File: src/rtl/ask_envelope_demod.sv
// ASK envelope demodulator: rectify-and-integrate over SPB samples per bit,
// slice against a threshold, and assemble NBITS bits into a codeword.
module ask_envelope_demod #(
  parameter  int SAMPLE_W = 16,
  parameter  int SPB      = 32,
  parameter  int NBITS    = 8,
  localparam int ACC_W    = SAMPLE_W + $clog2(SPB)
) (
  input  logic                       clk,
  input  logic                       rst,
  input  logic                       start,
  input  logic                       sample_valid,
  input  logic signed [SAMPLE_W-1:0] sample,
  input  logic [ACC_W-1:0]           thresh,
  output logic [NBITS-1:0]           codeword,
  output logic                       codeword_valid,
  output logic                       busy
);

  localparam int SC_W = $clog2(SPB);
  localparam int BC_W = (NBITS > 1) ? $clog2(NBITS) : 1;
  localparam logic [SC_W-1:0]     LAST_SAMPLE = SC_W'(SPB - 1);
  localparam logic [BC_W-1:0]     LAST_BIT    = BC_W'(NBITS - 1);
  localparam logic [SAMPLE_W-2:0] MAG_MAX     = '1;

  typedef enum logic {IDLE, ACQ} state_t;

  state_t              state;
  logic [ACC_W-1:0]    acc;
  logic [ACC_W-1:0]    acc_next;
  logic [SC_W-1:0]     sample_cnt;
  logic [BC_W-1:0]     bit_cnt;
  logic [NBITS-1:0]    shift;
  logic [SAMPLE_W-2:0] mag;
  logic                bit_now;
  logic                win_close;

  always_comb begin
    // NOTE: every combinational output gets a default first so no path leaves it unassigned (no latch).
    mag = sample[SAMPLE_W-2:0];
    if (sample[SAMPLE_W-1]) begin
      // The most negative sample has no positive twin; clamp it to full scale.
      if (sample[SAMPLE_W-2:0] == '0) mag = MAG_MAX;
      else                            mag = ~sample[SAMPLE_W-2:0] + (SAMPLE_W-1)'(1);
    end
    acc_next  = acc + ACC_W'(mag);
    bit_now   = (acc_next > thresh);
    win_close = (sample_cnt == LAST_SAMPLE);
  end

  assign busy = (state == ACQ);

  // NOTE: registered state uses non-blocking assignments so every flop samples pre-edge values.
  always_ff @(posedge clk) begin
    if (rst) begin
      state          <= IDLE;
      acc            <= '0;
      sample_cnt     <= '0;
      bit_cnt        <= '0;
      shift          <= '0;
      codeword       <= '0;
      codeword_valid <= 1'b0;
    end else begin
      codeword_valid <= 1'b0;
      case (state)
        IDLE: begin
          if (start) begin
            state      <= ACQ;
            acc        <= '0;
            sample_cnt <= '0;
            bit_cnt    <= '0;
            shift      <= '0;
          end
        end
        ACQ: begin
          if (sample_valid) begin
            if (win_close) begin
              acc        <= '0;
              sample_cnt <= '0;
              bit_cnt    <= bit_cnt + BC_W'(1);
              shift      <= {shift[NBITS-2:0], bit_now};
              if (bit_cnt == LAST_BIT) begin
                codeword       <= {shift[NBITS-2:0], bit_now};
                codeword_valid <= 1'b1;
                state          <= IDLE;
              end
            end else begin
              acc        <= acc_next;
              sample_cnt <= sample_cnt + SC_W'(1);
            end
          end
        end
        default: state <= IDLE;
      endcase
    end
  end

endmodule

File: config.mk
export PLATFORM = sky130hd
export DESIGN_NAME = ask_envelope_demod
export DESIGN_NICKNAME = d
export VERILOG_FILES = /design/src/rtl/ask_envelope_demod.sv
export SDC_FILE = /design/constraint.sdc
export NUM_CORES = 1
export LEC_CHECK = 0
export ABC_CLOCK_PERIOD_IN_PS = 7200
export BUFFER_PORTS_ARGS = -buffer_cell sky130_fd_sc_hd__buf_2
export CAP_MARGIN = 20
export CELL_PAD_IN_SITES_DETAIL_PLACEMENT = 0
export CELL_PAD_IN_SITES_GLOBAL_PLACEMENT = 1
export CORE_ASPECT_RATIO = 0.5
export CORE_MARGIN = 3
export CORE_UTILIZATION = 43
export DETAILED_ROUTE_END_ITERATION = 16
export PLACE_DENSITY_LB_ADDON = 0.1
export SYNTH_ARGS = -nofsm -noshare
export SYNTH_HDL_FRONTEND = slang
export SYNTH_SLANG_ARGS = --single-unit
File: constraint.sdc
create_clock -name clk -period 7.2 [get_ports clk]
set_input_delay 1.44 -clock clk [delete_from_list [all_inputs] [get_ports clk]]
set_output_delay 1.44 -clock clk [all_outputs]
set_load 0.01 [all_outputs]
**Yosys cells after proc, flatten, opt, wreduce, memory -nomap -nowiden**

Index checks and enable logic that the tools add are counted.

- Input port bits: 41
- Logic and storage cells: 50
- Output and inout port bits: 10
- Flip-flop bits (word level): 46

- Add/subtract/negate cells: 4
- Multiplexer cells: 24
- Eq/ne operators: 5
- Reductions and logical operators: 5
- Order comparisons: 1
- Bitwise logic cells: 4

Operators by type and width:

| operator | number |
|---|---|
| $mux W21 | 3 |
| $pmux W21 S2 | 1 |
| $mux W15 | 2 |
| $add A21 B15 Y21 | 1 |
| $gt A21 B21 Y1 | 1 |
| $mux W7 | 3 |
| $add A15 B1 Y15 const B | 1 |
| $logic_not A15 Y1 | 1 |
| $mux W5 | 3 |
| $not A15 Y15 | 1 |
| $pmux W7 S2 | 1 |
| $pmux W5 S2 | 1 |
| $mux W3 | 3 |
| $pmux W3 S2 | 1 |
| $add A5 B1 Y5 const B | 1 |
| $eq A5 B5 Y1 const B | 1 |
| $mux W1 | 5 |
| $ne A2 B2 Y1 const B | 2 |
| $reduce_and A4 Y1 | 1 |
| $reduce_or A4 Y1 | 1 |
| $add A3 B1 Y3 const B | 1 |
| $eq A3 B3 Y1 const B | 1 |
| $not A1 Y1 | 3 |
| $reduce_and A3 Y1 | 1 |
| 3 further kinds | 3 |

**Logic depth before layout (Yosys ltp)**

- Depth after elaboration: 9
- Depth in mapped cells: 24

**Worst setup path after synthesis**

No wires, ideal clock.

- Kind: input to register
- Start: input port sample[0]
- End: register codeword[0]
- Data arrival time: 5522 ps
- Path buffers: 1
- Stages on the path: 23
- Required time: 7068 ps
- Setup slack: 1546 ps
- Setup time: 132 ps
- Cell sequence: inv_1 -> ha_1 -> nor4b_2 -> nand4b_2 -> nor4_4 -> buf_6 -> nand2_1 -> nand2_1 -> ha_1 -> inv_1 -> fa_1 -> nand2b_1 -> a21oi_1 -> a21oi_1 -> o41ai_2 -> xor2_1 -> ha_1 -> a21oi_1 -> o21ai_0 -> a221o_1 -> a211o_1 -> nand3_1 -> a21oi_1

- Word-level cells in the longest chain between the ends: 6
- Elaborated cells between the ends (all ways): 7

RTL lines:

| item | RTL line | RTL |
|---|---|---|
| start, declared | 13 | `input logic signed [SAMPLE_W-1:0] sample,` |
| $not A15 Y15 | 44 | `else mag = ~sample[SAMPLE_W-2:0] + (SAMPLE_W-1)'(1);` |
| $add A15 B1 Y15 | 44 |  |
| $mux W15 | 43 | `if (sample[SAMPLE_W-2:0] == '0) mag = MAG_MAX;` |
| $mux W15 (*) | 41 | `if (sample[SAMPLE_W-1]) begin` |
| $add A21 B15 Y21 (*) | 46 | `acc_next = acc + ACC_W'(mag);` |
| $gt A21 B21 Y1 (*) | 47 | `bit_now = (acc_next > thresh);` |
| end signal, assigned | 83 | `codeword <= {shift[NBITS-2:0], bit_now};` |
| end, declared | 15 | `output logic [NBITS-1:0] codeword,` |

Mark *: on every way between the ends. The rest lies on a longest branch, timed or not.
A chain may end at the register's enable or synchronous reset.

**Worst setup path after layout**

Ends and elaborated chain as after synthesis.

==> reports/results.tsv <==
metric	value	unit
io_pins	51	
total_power	0.0006609	W
remaining_drc_errors	0	
cp_max_fo	15	
crit_top_cell	a21oi_1	
overflow	0	
totalWireLength	8836	µm
path_cells	buf_2 > inv_1 > ha_1 > nor4b_2 > nand4b_2 > nor4_4 > nand2_1 > nand2_1 > ha_1 > inv_1 > fa_1 > nand2b_1 > a21oi_1 > a21oi_1 > o41ai_2 > xor2_1 > ha_1 > a21oi_1 > o21ai_0 > a221o_1 > a211o_1 > nand3_1 > a21oi_1	
rr_worst_depth	15	
fin_skew	0.009732	ns
synth_edf_count	0	
crit_family	simple AND/OR/NAND/NOR gates	
holdWs	0.4569	ns
post-route-min-period	6.230	ns
end_kind	flip-flop	
dpl_cell_area	3918	µm²
clkSinkCount	46	
critical_path_class	in2reg	
cp-endpoint	codeword[0]$_SDFFE_PP0P_	
area_growth	13.38	%
die-area	9525	µm²
start_kind	input port	
fin_nets	577	
dp.final_hpwl	6999	µm
cts_buffers	5	
first_pass_iters	5	
p_clk_frac	0.350	
final_antenna_net_count	0	
p_comb_frac	0.250	
vdd_drop_max	0.09667	mV
relSlewSlack	0.5202	
setup_tns	0	ns
worst_pin_slew	0.7143	ns
setup_viol	0	
seqPwrFrac	0.400	
clk_path_buf_depth	2	
switching_share	0.3119	
yosysSeqAreaShare	0.2572	
fillerInstances	780	
synth.distinct_cells	70	
netlist_instances	447	
via_per_inst	5.373	
ff2ff_setup_slack	3.56	ns
grt_pass1_vias	2950	
p_sw	0.0002061	W
clock.fmax	0.1605	GHz
wl_per_cell	14.70	µm
drive_above_1_share	0.1582	
r2r_end	codeword[0]$_SDFFE_PP0P_	
power_density	162.8	nW/µm²
required	7.36	ns
status	completed	
slew_viol_final	0	
cp_num_buf_inv	3	
grt_setup_unrepaired	no	
cp_slowest_cell	nor4_4	
first_iter_violations	201	
hold_viol	0	
hold_class	reg2reg	
yosysWarnings	0	
cts_tree	done	
start_util	0.4646	
gr-usage-all-layers	0.1885	
leakagePower	1.890	nW
grt_max_degree	28	
ys.flop_type	dfxtp_1	
crit_arrival	6.39	ns
slowest_delay	0.58	ns
p_int	0.0004548	W
worstSkewPairLatency	0.29	ns
post-route-util	0.5268	
postSynth.asyncResetShare	0	
rows	22	
die_h	70.53	µm
cts_root_buffer	clkbuf_16	
syn_area	3581	µm²
die_w	135.1	µm
htree_levels	2	
grt_pass1_wl	14620	µm
design_area	4060	µm²
regToRegStartpoint	acc[0]$_SDFFE_PP0P_	
core	7707	µm²
num_antenna_cells	0	
io_buffers	50	
drv_cap	0	
gp_congestion	0.8517	
path_depth	23	
startpoint	sample[0]	
period_share	0.8652	
clk_pin_slew	0.07	ns
ctsResizeCount	0	
syn_nets	532	
vias	3229	
antenna_found_initial	0	
synth_area_per_cell	8.011	µm²
post_cts.repair.setup_buffers	0	
holdBufCountCts	0	
ys_ff_latch	46	
[power groups by stage]
stage / clock, W / combinational (W) / sequential, W
after global placement: 0 / 0.000165 / 0.000270
after CTS: 0.000240 / 0.000166 / 0.000264
after floorplan: 0 / 0.000117 / 0.000268
after detailed placement: 0 / 0.000165 / 0.000270
after global routing: 0.000252 / 0.000189 / 0.000265
final: 0.000231 / 0.000165 / 0.000264
[per-stage QoR]
stage / worst slack [ns] / instances
6_report: 0.9704 / 601
5_1_grt: 0.3814 / 601
4_1_cts: 0.9617 / 601
3_5_place_dp: 0.6792 / 593
3_3_place_gp: 0.8043 / 593
2_1_floorplan: 1.546 / 447
[cell usage after synthesis (3+ instances only)]
master	n	share of area
nor2b_1	4	0.0070
nand3b_1	4	0.0084
and2_1	5	0.0087
a21oi_2	3	0.0073
dfxtp_1	46	0.26
xnor2_1	13	0.032
a22oi_1	4	0.0084
o21ai_1	10	0.014
nand2_1	53	0.056
xor2_1	7	0.017
a221o_1	4	0.011
and3_1	3	0.0052
inv_1	33	0.035
o21a_1	9	0.019
a21oi_1	34	0.048
or3_1	3	0.0052
clkbuf_1	9	0.0094
a31oi_1	3	0.0052
nand3_1	14	0.020
ha_1	43	0.15
nand2b_1	5	0.0087
nor3_1	8	0.011
a22o_1	16	0.039
o21ai_0	15	0.021
a21o_1	3	0.0063
o31ai_1	4	0.0084
nand4_1	3	0.0052
nor2_1	36	0.038
[layout make-up]
type | count | area [µm²] | share of cell area
repair buffers | 53 | 272.8 | 0.06718
inverters | 34 | 127.6 | 0.03143
well taps | 108 | 135.1 | 0.03328
clock buffers | 6 | 128.9 | 0.03174
flip-flops and latches | 46 | 920.9 | 0.2268
multi-input cells | 352 | 2461 | 0.6062
clock inverters | 2 | 13.76 | 0.003390
[per-layer routing]
layer  track usage  up-vias  part of all wire
li1              -     1700                 -
met1        0.3000     1466              0.53
met2        0.2568       61              0.40
met3       0.04545        2             0.066
met4       0.03017        0            0.0024
met5             0        -                 0
[how the worst min path moves through the flow]
stage	startpoint	slack, ns	to	cells past startpoint
after global routing	codeword[4]$_SDFFE_PP0P_	0.47	codeword[4]$_SDFFE_PP0P_	2
after floorplan	shift[6]$_SDFFE_PP0P_	0.43	codeword[7]$_SDFFE_PP0P_	2
after detailed placement	codeword[6]$_SDFFE_PP0P_	0.45	codeword[6]$_SDFFE_PP0P_	2
after CTS	codeword[6]$_SDFFE_PP0P_	0.46	codeword[6]$_SDFFE_PP0P_	2
after global placement	codeword[4]$_SDFFE_PP0P_	0.44	codeword[4]$_SDFFE_PP0P_	2
final	codeword[5]$_SDFFE_PP0P_	0.46	codeword[5]$_SDFFE_PP0P_	2
[cell families after synthesis]
group | count (synthesis) | synth area share
xor gates and xnor gates | 20 | 0.04892
buffers and inverters | 49 | 0.05555
adders and majority gates | 44 | 0.1558
AOI/OAI and AO/OA | 129 | 0.2484
muxes | 3 | 0.008735
DFF | 46 | 0.2572
and+or+nand+nor | 156 | 0.2254
[tightest hold or removal path: cells and delay by family, from the launching register on]
kind / cells / cell delay [ns]
compound gates: 1 / 0.05
flops: 1 / 0.31
simple gates: 1 / 0.05
[registers in the layout (all words and copies together), names as in the netlist]
register        flops
codeword            8
shift               7
bit_cnt             3
sample_cnt          5
acc                21
busy                1
codeword_valid      1
[placed cells by master, fill, tap and decap left out, drive strengths merged, types with 4 or more instances in the layout]
cell / count
nor2b: 4
o31ai: 4
a22oi: 4
nand2b: 5
nor4: 4
nor3: 9
nand3: 15
xor2: 7
and2: 5
o21a: 9
o21ai: 25
nand3b: 4
nand2: 53
nor2: 36
buf: 53
inv: 34
a22o: 16
ha: 43
a221o: 4
clkbuf: 6
xnor2: 13
or3: 5
dfxtp: 46
a21oi: 37
Note: power is estimated with default switching activity, not from simulation.
